**config.mk**
```make
export PLATFORM = sky130hd
export DESIGN_NAME = filter_ctrl
export DESIGN_NICKNAME = d
export VERILOG_FILES = /design/src/rtl/filter_pkg.sv /design/src/rtl/filter_tap_counter.sv /design/src/rtl/filter_ctrl.sv
export SDC_FILE = /design/constraint.sdc
export NUM_CORES = 1
export LEC_CHECK = 0
export CAP_MARGIN = 20
export CELL_PAD_IN_SITES_DETAIL_PLACEMENT = 0
export CELL_PAD_IN_SITES_GLOBAL_PLACEMENT = 1
export CORE_MARGIN = 2
export CORE_UTILIZATION = 30
export DETAILED_ROUTE_END_ITERATION = 12
export PLACE_DENSITY = 0.82
export SYNTH_ARGS = -nofsm -noshare
export SYNTH_HDL_FRONTEND = slang
export SYNTH_SLANG_ARGS = --single-unit
```
**constraint.sdc**
```tcl
create_clock -name clk_i -period 2.05 [get_ports clk_i]
set_clock_uncertainty 0.05 [all_clocks]
set_input_delay 0.41 -clock clk_i [delete_from_list [all_inputs] [get_ports clk_i]]
set_output_delay 0.41 -clock clk_i [all_outputs]
set_load 0.05 [all_outputs]
```
**src/rtl/filter_pkg.sv**
```systemverilog
// Shared types and sizing for the tapped-delay-line filter.
// Tap-index and fill widths are common to the sequencer and the MAC datapath.
package filter_pkg;

  typedef enum logic [1:0] {
    IDLE,
    MAC,
    HOLD
  } state_e;

  localparam int unsigned DEPTH_DEF = 7;
  localparam int unsigned WIDTH_DEF = 24;

  function automatic int unsigned tap_w(
    input int unsigned d
  );
    return (d < 2) ? 1 : $clog2(d);
  endfunction

  function automatic int unsigned fill_w(
    input int unsigned d
  );
    return $clog2(d + 1);
  endfunction

  localparam int unsigned TAP_W  = tap_w(DEPTH_DEF);
  localparam int unsigned FILL_W = fill_w(DEPTH_DEF);

endpackage

```
**src/rtl/filter_tap_counter.sv**
```systemverilog
// Tap index counter: clear, enable, wrap at limit_p-1.
// last_o flags the final tap of a MAC pass.
module filter_tap_counter
  import filter_pkg::*;
#(
  parameter int unsigned limit_p = DEPTH_DEF,
  parameter int unsigned width_p = TAP_W
) (
  input  logic               clk_i,
  input  logic               reset_i,
  input  logic               clr_i,
  input  logic               en_i,
  output logic [width_p-1:0] tap_o,
  output logic               last_o
);

  localparam logic [width_p-1:0] LAST =
    width_p'(limit_p - 1);

  logic [width_p-1:0] tap_q;
  logic [width_p-1:0] tap_d;

  assign last_o = (tap_q == LAST);
  assign tap_o  = tap_q;

  always_comb begin
    tap_d = tap_q;
    if (clr_i) begin
      tap_d = '0;
    end else if (en_i) begin
      tap_d = last_o ? '0 : tap_q + 1'b1;
    end
  end

  always_ff @(posedge clk_i or negedge reset_i) begin
    if (!reset_i) begin
      tap_q <= '0;
    end else begin
      tap_q <= tap_d;
    end
  end

endmodule

```
**src/rtl/filter_ctrl.sv**
```systemverilog
// Sequencer for the tapped-delay-line filter: sample handshake,
// MAC tap stepping, warmup suppression and result backpressure.
module filter_ctrl
  import filter_pkg::*;
#(
  parameter int unsigned depth_p  = DEPTH_DEF,
  parameter bit          warmup_p = 1'b1
) (
  input  logic                          clk_i,
  input  logic                          reset_i,
  input  logic                          valid_i,
  output logic                          ready_o,
  output logic                          valid_o,
  input  logic                          ready_i,
  input  logic                          flush_i,
  output logic                          shift_en_o,
  output logic [tap_w(depth_p)-1:0]     tap_sel_o,
  output logic                          acc_clr_o,
  output logic                          acc_en_o,
  output logic [fill_w(depth_p)-1:0]    fill_o
);

  localparam int unsigned TW = tap_w(depth_p);
  localparam int unsigned FW = fill_w(depth_p);
  localparam logic [FW-1:0] FULL = FW'(depth_p);

  state_e          state_q;
  state_e          state_d;
  logic [FW-1:0]   fill_q;
  logic [FW-1:0]   fill_d;
  logic [TW-1:0]   tap;
  logic            tap_last;
  logic            take;

  filter_tap_counter #(
    .limit_p (depth_p),
    .width_p (TW)
  ) u_tap (
    .clk_i   (clk_i),
    .reset_i (reset_i),
    .clr_i   (flush_i),
    .en_i    (state_q == MAC),
    .tap_o   (tap),
    .last_o  (tap_last)
  );

  // HOLD with ready_i and valid_i accepts the next sample without a bubble
  assign take = valid_i & ~flush_i &
                ((state_q == IDLE) |
                 ((state_q == HOLD) & ready_i));

  always_ff @(posedge clk_i or negedge reset_i) begin
    if (!reset_i) begin
      state_q <= IDLE;
      fill_q  <= '0;
    end else begin
      state_q <= state_d;
      fill_q  <= fill_d;
    end
  end

  always_comb begin
    state_d = state_q;
    fill_d  = fill_q;
    if (flush_i) begin
      state_d = IDLE;
      fill_d  = '0;
    end else begin
      unique case (state_q)
        IDLE: if (valid_i) state_d = MAC;
        MAC: begin
          if (tap_last) begin
            state_d = (!warmup_p || fill_q == FULL)
                      ? HOLD : IDLE;
          end
        end
        HOLD: begin
          if (ready_i) state_d = valid_i ? MAC : IDLE;
        end
        default: state_d = IDLE;
      endcase
      if (take && fill_q != FULL) begin
        fill_d = fill_q + 1'b1;
      end
    end
  end

  always_comb begin
    ready_o    = 1'b0;
    valid_o    = 1'b0;
    shift_en_o = 1'b0;
    acc_clr_o  = 1'b0;
    acc_en_o   = 1'b0;
    tap_sel_o  = '0;
    if (reset_i) begin
      unique case (state_q)
        IDLE: begin
          ready_o    = ~flush_i;
          shift_en_o = take;
          acc_clr_o  = take;
        end
        MAC: begin
          acc_en_o  = 1'b1;
          tap_sel_o = tap;
        end
        HOLD: begin
          valid_o    = ~flush_i;
          ready_o    = ready_i & ~flush_i;
          shift_en_o = take;
          acc_clr_o  = take;
        end
        default: ;
      endcase
    end
  end

  assign fill_o = fill_q;

endmodule

```
==> impl_metrics.py <==
metrics = {
    "floorplan": {
        "die_h_um": 44.6,
        "fp-row-count": 14,
        "initial_core_util_pct": 32.5,
        "die_w_um": 44.6,
        "io_pins": 16,
        "core-area_um2": 1520,
        "die_area_um2": 1990,
    },
    "sta": {
        "finalSetupTns_ns": 0,
        "period_share_pct": 97.1,
        "period_minus_slack_ns": 1.99,
        "slew_violations": 0,
        "hold_viol": 0,
        "setup_violations": 0,
        "maxSlewHeadroom_pct": 66.7,
        "max_freq_mhz": 503,
        "rsz0062_at_grt": "no",
        "worst_pin_slew_ns": 0.498,
    },
    "global_routing": {
        "grt_overflow": 0,
        "grt.total_usage_pct": 12.6,
        "grt_start_max_net_pins": 16,
        "grt_pass1_wl_um": 1820,
        "grt_pass1_vias": 409,
        "antenna_found_initial": 0,
    },
    "placement": {
        "io_buffers": 15,
        "dp.cells": 82,
        "place_hpwl_um": 750,
        "place.gp.congestion": 0.807,
    },
    "worst_hold_path": {
        "hold_class": "input port to async pin",
    },
    "cts": {
        "holdBufCountCts": 0,
        "h-tree-depth": 1,
        "root_buffer": "clkbuf_4",
        "clk_path_buf_depth": 2,
        "numCtsBuffers": 3,
        "cts_sinks": 8,
        "clk_pin_slew_ns": 0.06,
        "cts_setup_buffers": 0,
        "worstSkewPairLatency_ns": 0.26,
        "cts_tree": "yes",
    },
    "synthesis": {
        "seq_area_frac_synth_pct": 40.4,
        "syn_area_um2": 495,
        "ys_ff_latch": 8,
        "ys_warn_count": 0,
        "synth_nets": 57,
        "synthCells": 50,
        "synth_cell_types": 26,
        "avgSynthCellArea_um2": 9.91,
    },
    "power_and_ir_drop": {
        "p_sw_uw": 139,
        "leakagePower_nw": 0.350,
        "p_clk_share_pct": 28.3,
        "p_seq_share_pct": 42.4,
        "irDropWorstVdd_v": 0.000340,
        "p_sw_share_pct": 32.3,
        "pwr_density_cell_nw_per_um2": 539,
        "p_total_uw": 432,
        "pwr-share-comb_pct": 29.4,
        "p_int_uw": 293,
    },
    "critical_path": {
        "cp_max_fo": 3,
        "critPathTopFamily": "buffers and inverters",
        "cpPeakStageDelay_ns": 0.52,
        "worst-setup-path-type": "input port to primary output",
        "cp.arrival_ns": 1.53,
        "reg2reg_depth": 5,
        "crit_chain": "clkdlybuf4s50_1 > nor2b_4 > nor3_4 > and3_4 > buf_12",
        "startpoint_type": "input port",
        "crit_buf_inv": 2,
        "required_ns": 1.59,
        "endpoint_kind": "primary output",
        "cp_slowest_cell": "clkdlybuf4s50_1",
        "crit_cells": 5,
    },
    "final_layout": {
        "layout_commonest_cell": "buf_12",
        "diodes": 0,
        "n_fill_cell": 129,
        "multi_input_area_um2": 274,
        "regArea_um2": 200,
        "fin_util_pct": 52.5,
        "drive_gt1_share_pct": 31.9,
        "final_cells": 85,
        "area_growth_pct": 61.6,
        "final_cell_mix": "9 x buf_12, 8 x dfrtp_1, 7 x clkdlybuf4s50_1, 4 x inv_1",
        "final_nets": 78,
    },
    "detailed_routing": {
        "vias_per_cell": 5.47,
        "drt-initial-drc-count": 11,
        "vias": 465,
        "wire_per_inst_um": 12.2,
        "routed_wl_um": 1040,
        "drtPass1Iterations": 4,
        "drc": 0,
        "ant_nets": 0,
    },
    "run_status": {
        "status": "finished clean",
    },
    "flow_run": {
        "drv_cap": 0,
    },
}
[worst paths after layout]
path	from	end	slack (ns)
setup / recovery	ready_i	shift_en_o	0.06
hold / removal	reset_i	state_q[0]$_DFFE_PN0P_	0.42
setup reg to reg	fill_o[0]$_DFFE_PN0P_	fill_o[1]$_DFFE_PN0P_	0.37
hold reg to reg	fill_o[0]$_DFFE_PN0P_	fill_o[0]$_DFFE_PN0P_	0.46
max in group asynchronous	reset_i	state_q[1]$_DFFE_PN0P_	1.42
min in group clk_i	fill_o[0]$_DFFE_PN0P_	fill_o[0]$_DFFE_PN0P_	0.46
[cells in the mapped netlist]
| master | count | area [um2] |
|---|---|---|
| buf_6 | 1 | 11.3 |
| and2_1 | 2 | 12.5 |
| and2b_2 | 1 | 8.76 |
| mux2_1 | 1 | 11.3 |
| o311ai_0 | 3 | 26.3 |
| dfrtp_1 | 8 | 200 |
| nand3_1 | 2 | 10.0 |
| inv_1 | 4 | 15.0 |
| nor3_1 | 1 | 5.00 |
| and3_1 | 4 | 25.0 |
| a311oi_1 | 1 | 8.76 |
| a21o_1 | 1 | 7.51 |
| inv_2 | 1 | 3.75 |
| or4b_1 | 1 | 10.0 |
| nand2b_1 | 1 | 6.26 |
| a21oi_1 | 2 | 10.0 |
| o21ai_1 | 3 | 15.0 |
| and4bb_2 | 1 | 12.5 |
| nor2_1 | 2 | 7.51 |
| nor2b_4 | 1 | 13.8 |
| o21ai_0 | 3 | 15.0 |
| nand2b_2 | 1 | 8.76 |
| or4_4 | 1 | 11.3 |
| or4_1 | 1 | 7.51 |
| ha_1 | 2 | 25.0 |
| buf_4 | 1 | 7.51 |
[flip-flops by register name (all words and copies together), names as in the netlist]
register and cells:
fill_o 3, state_q 2, u_tap.tap_o 3
[what timing repair did]
| action | in CTS | in global routing |
|---|---|---|
| endpoints found under the setup margin | 3 | 3 |
| cloned | 0 | 0 |
| gates resized for setup | 3 | 1 |
[metal layers]
layer,routed length (um),share of wire [%],track usage (%)
met1,462,45,17.1
met2,499,48,18.0
met3,69,6.6,2.86
met4,6,0.58,7.27
met5,0,0,0
[cell families (layout without fill, tap and decap cells)]
logic type      after synthesis  count (layout)  share of synthesized area (%)
compound gates               13              13                           16.7
buf+inv                       7              26                           7.57
fa+ha+maj                     2               2                           5.05
simple gates                 19              19                           28.0
mux                           1               1                           2.27
flops                         8               8                           40.4
[stage by stage]
stage               area [um2]  worst slack (ns)  hold WS, ns
floorplan                  495            0.0334       0.0644
global placement           762            -0.114        0.453
detailed placement         762            -0.147        0.455
CTS                        795            0.0102        0.422
global route               801           0.00306        0.439
finish                     801            0.0603        0.418
[cell type report]
class	count	share of cell area, %
Timing Repair Buffer	18	33.1
Multi-Input combinational cell	35	34.2
Sequential cell	8	25.0
Clock buffer	3	2.81
Tap cell	16	2.50
Inverter	5	2.34
[worst register-to-register path, delay by kind of cell, from the launching register on]
| kind | cells | cell delay [ns] |
|---|---|---|
| flip-flops | 1 | 0.41 |
| AND/OR/NAND/NOR | 2 | 0.62 |
| AO/OA/AOI/OAI | 1 | 0.14 |
| adder cells (fa/ha/maj) | 2 | 0.40 |
[power by group through the flow]
stage / combinational, mW / clock, mW / sequential [mW]
final: 0.127 / 0.122 / 0.183
after global routing: 0.136 / 0.132 / 0.185
after CTS: 0.126 / 0.123 / 0.182
after detailed placement: 0.123 / 0 / 0.184
after global placement: 0.122 / 0 / 0.184
after floorplan: 0.0559 / 0 / 0.194
Power figures use the tool's default switching activity.
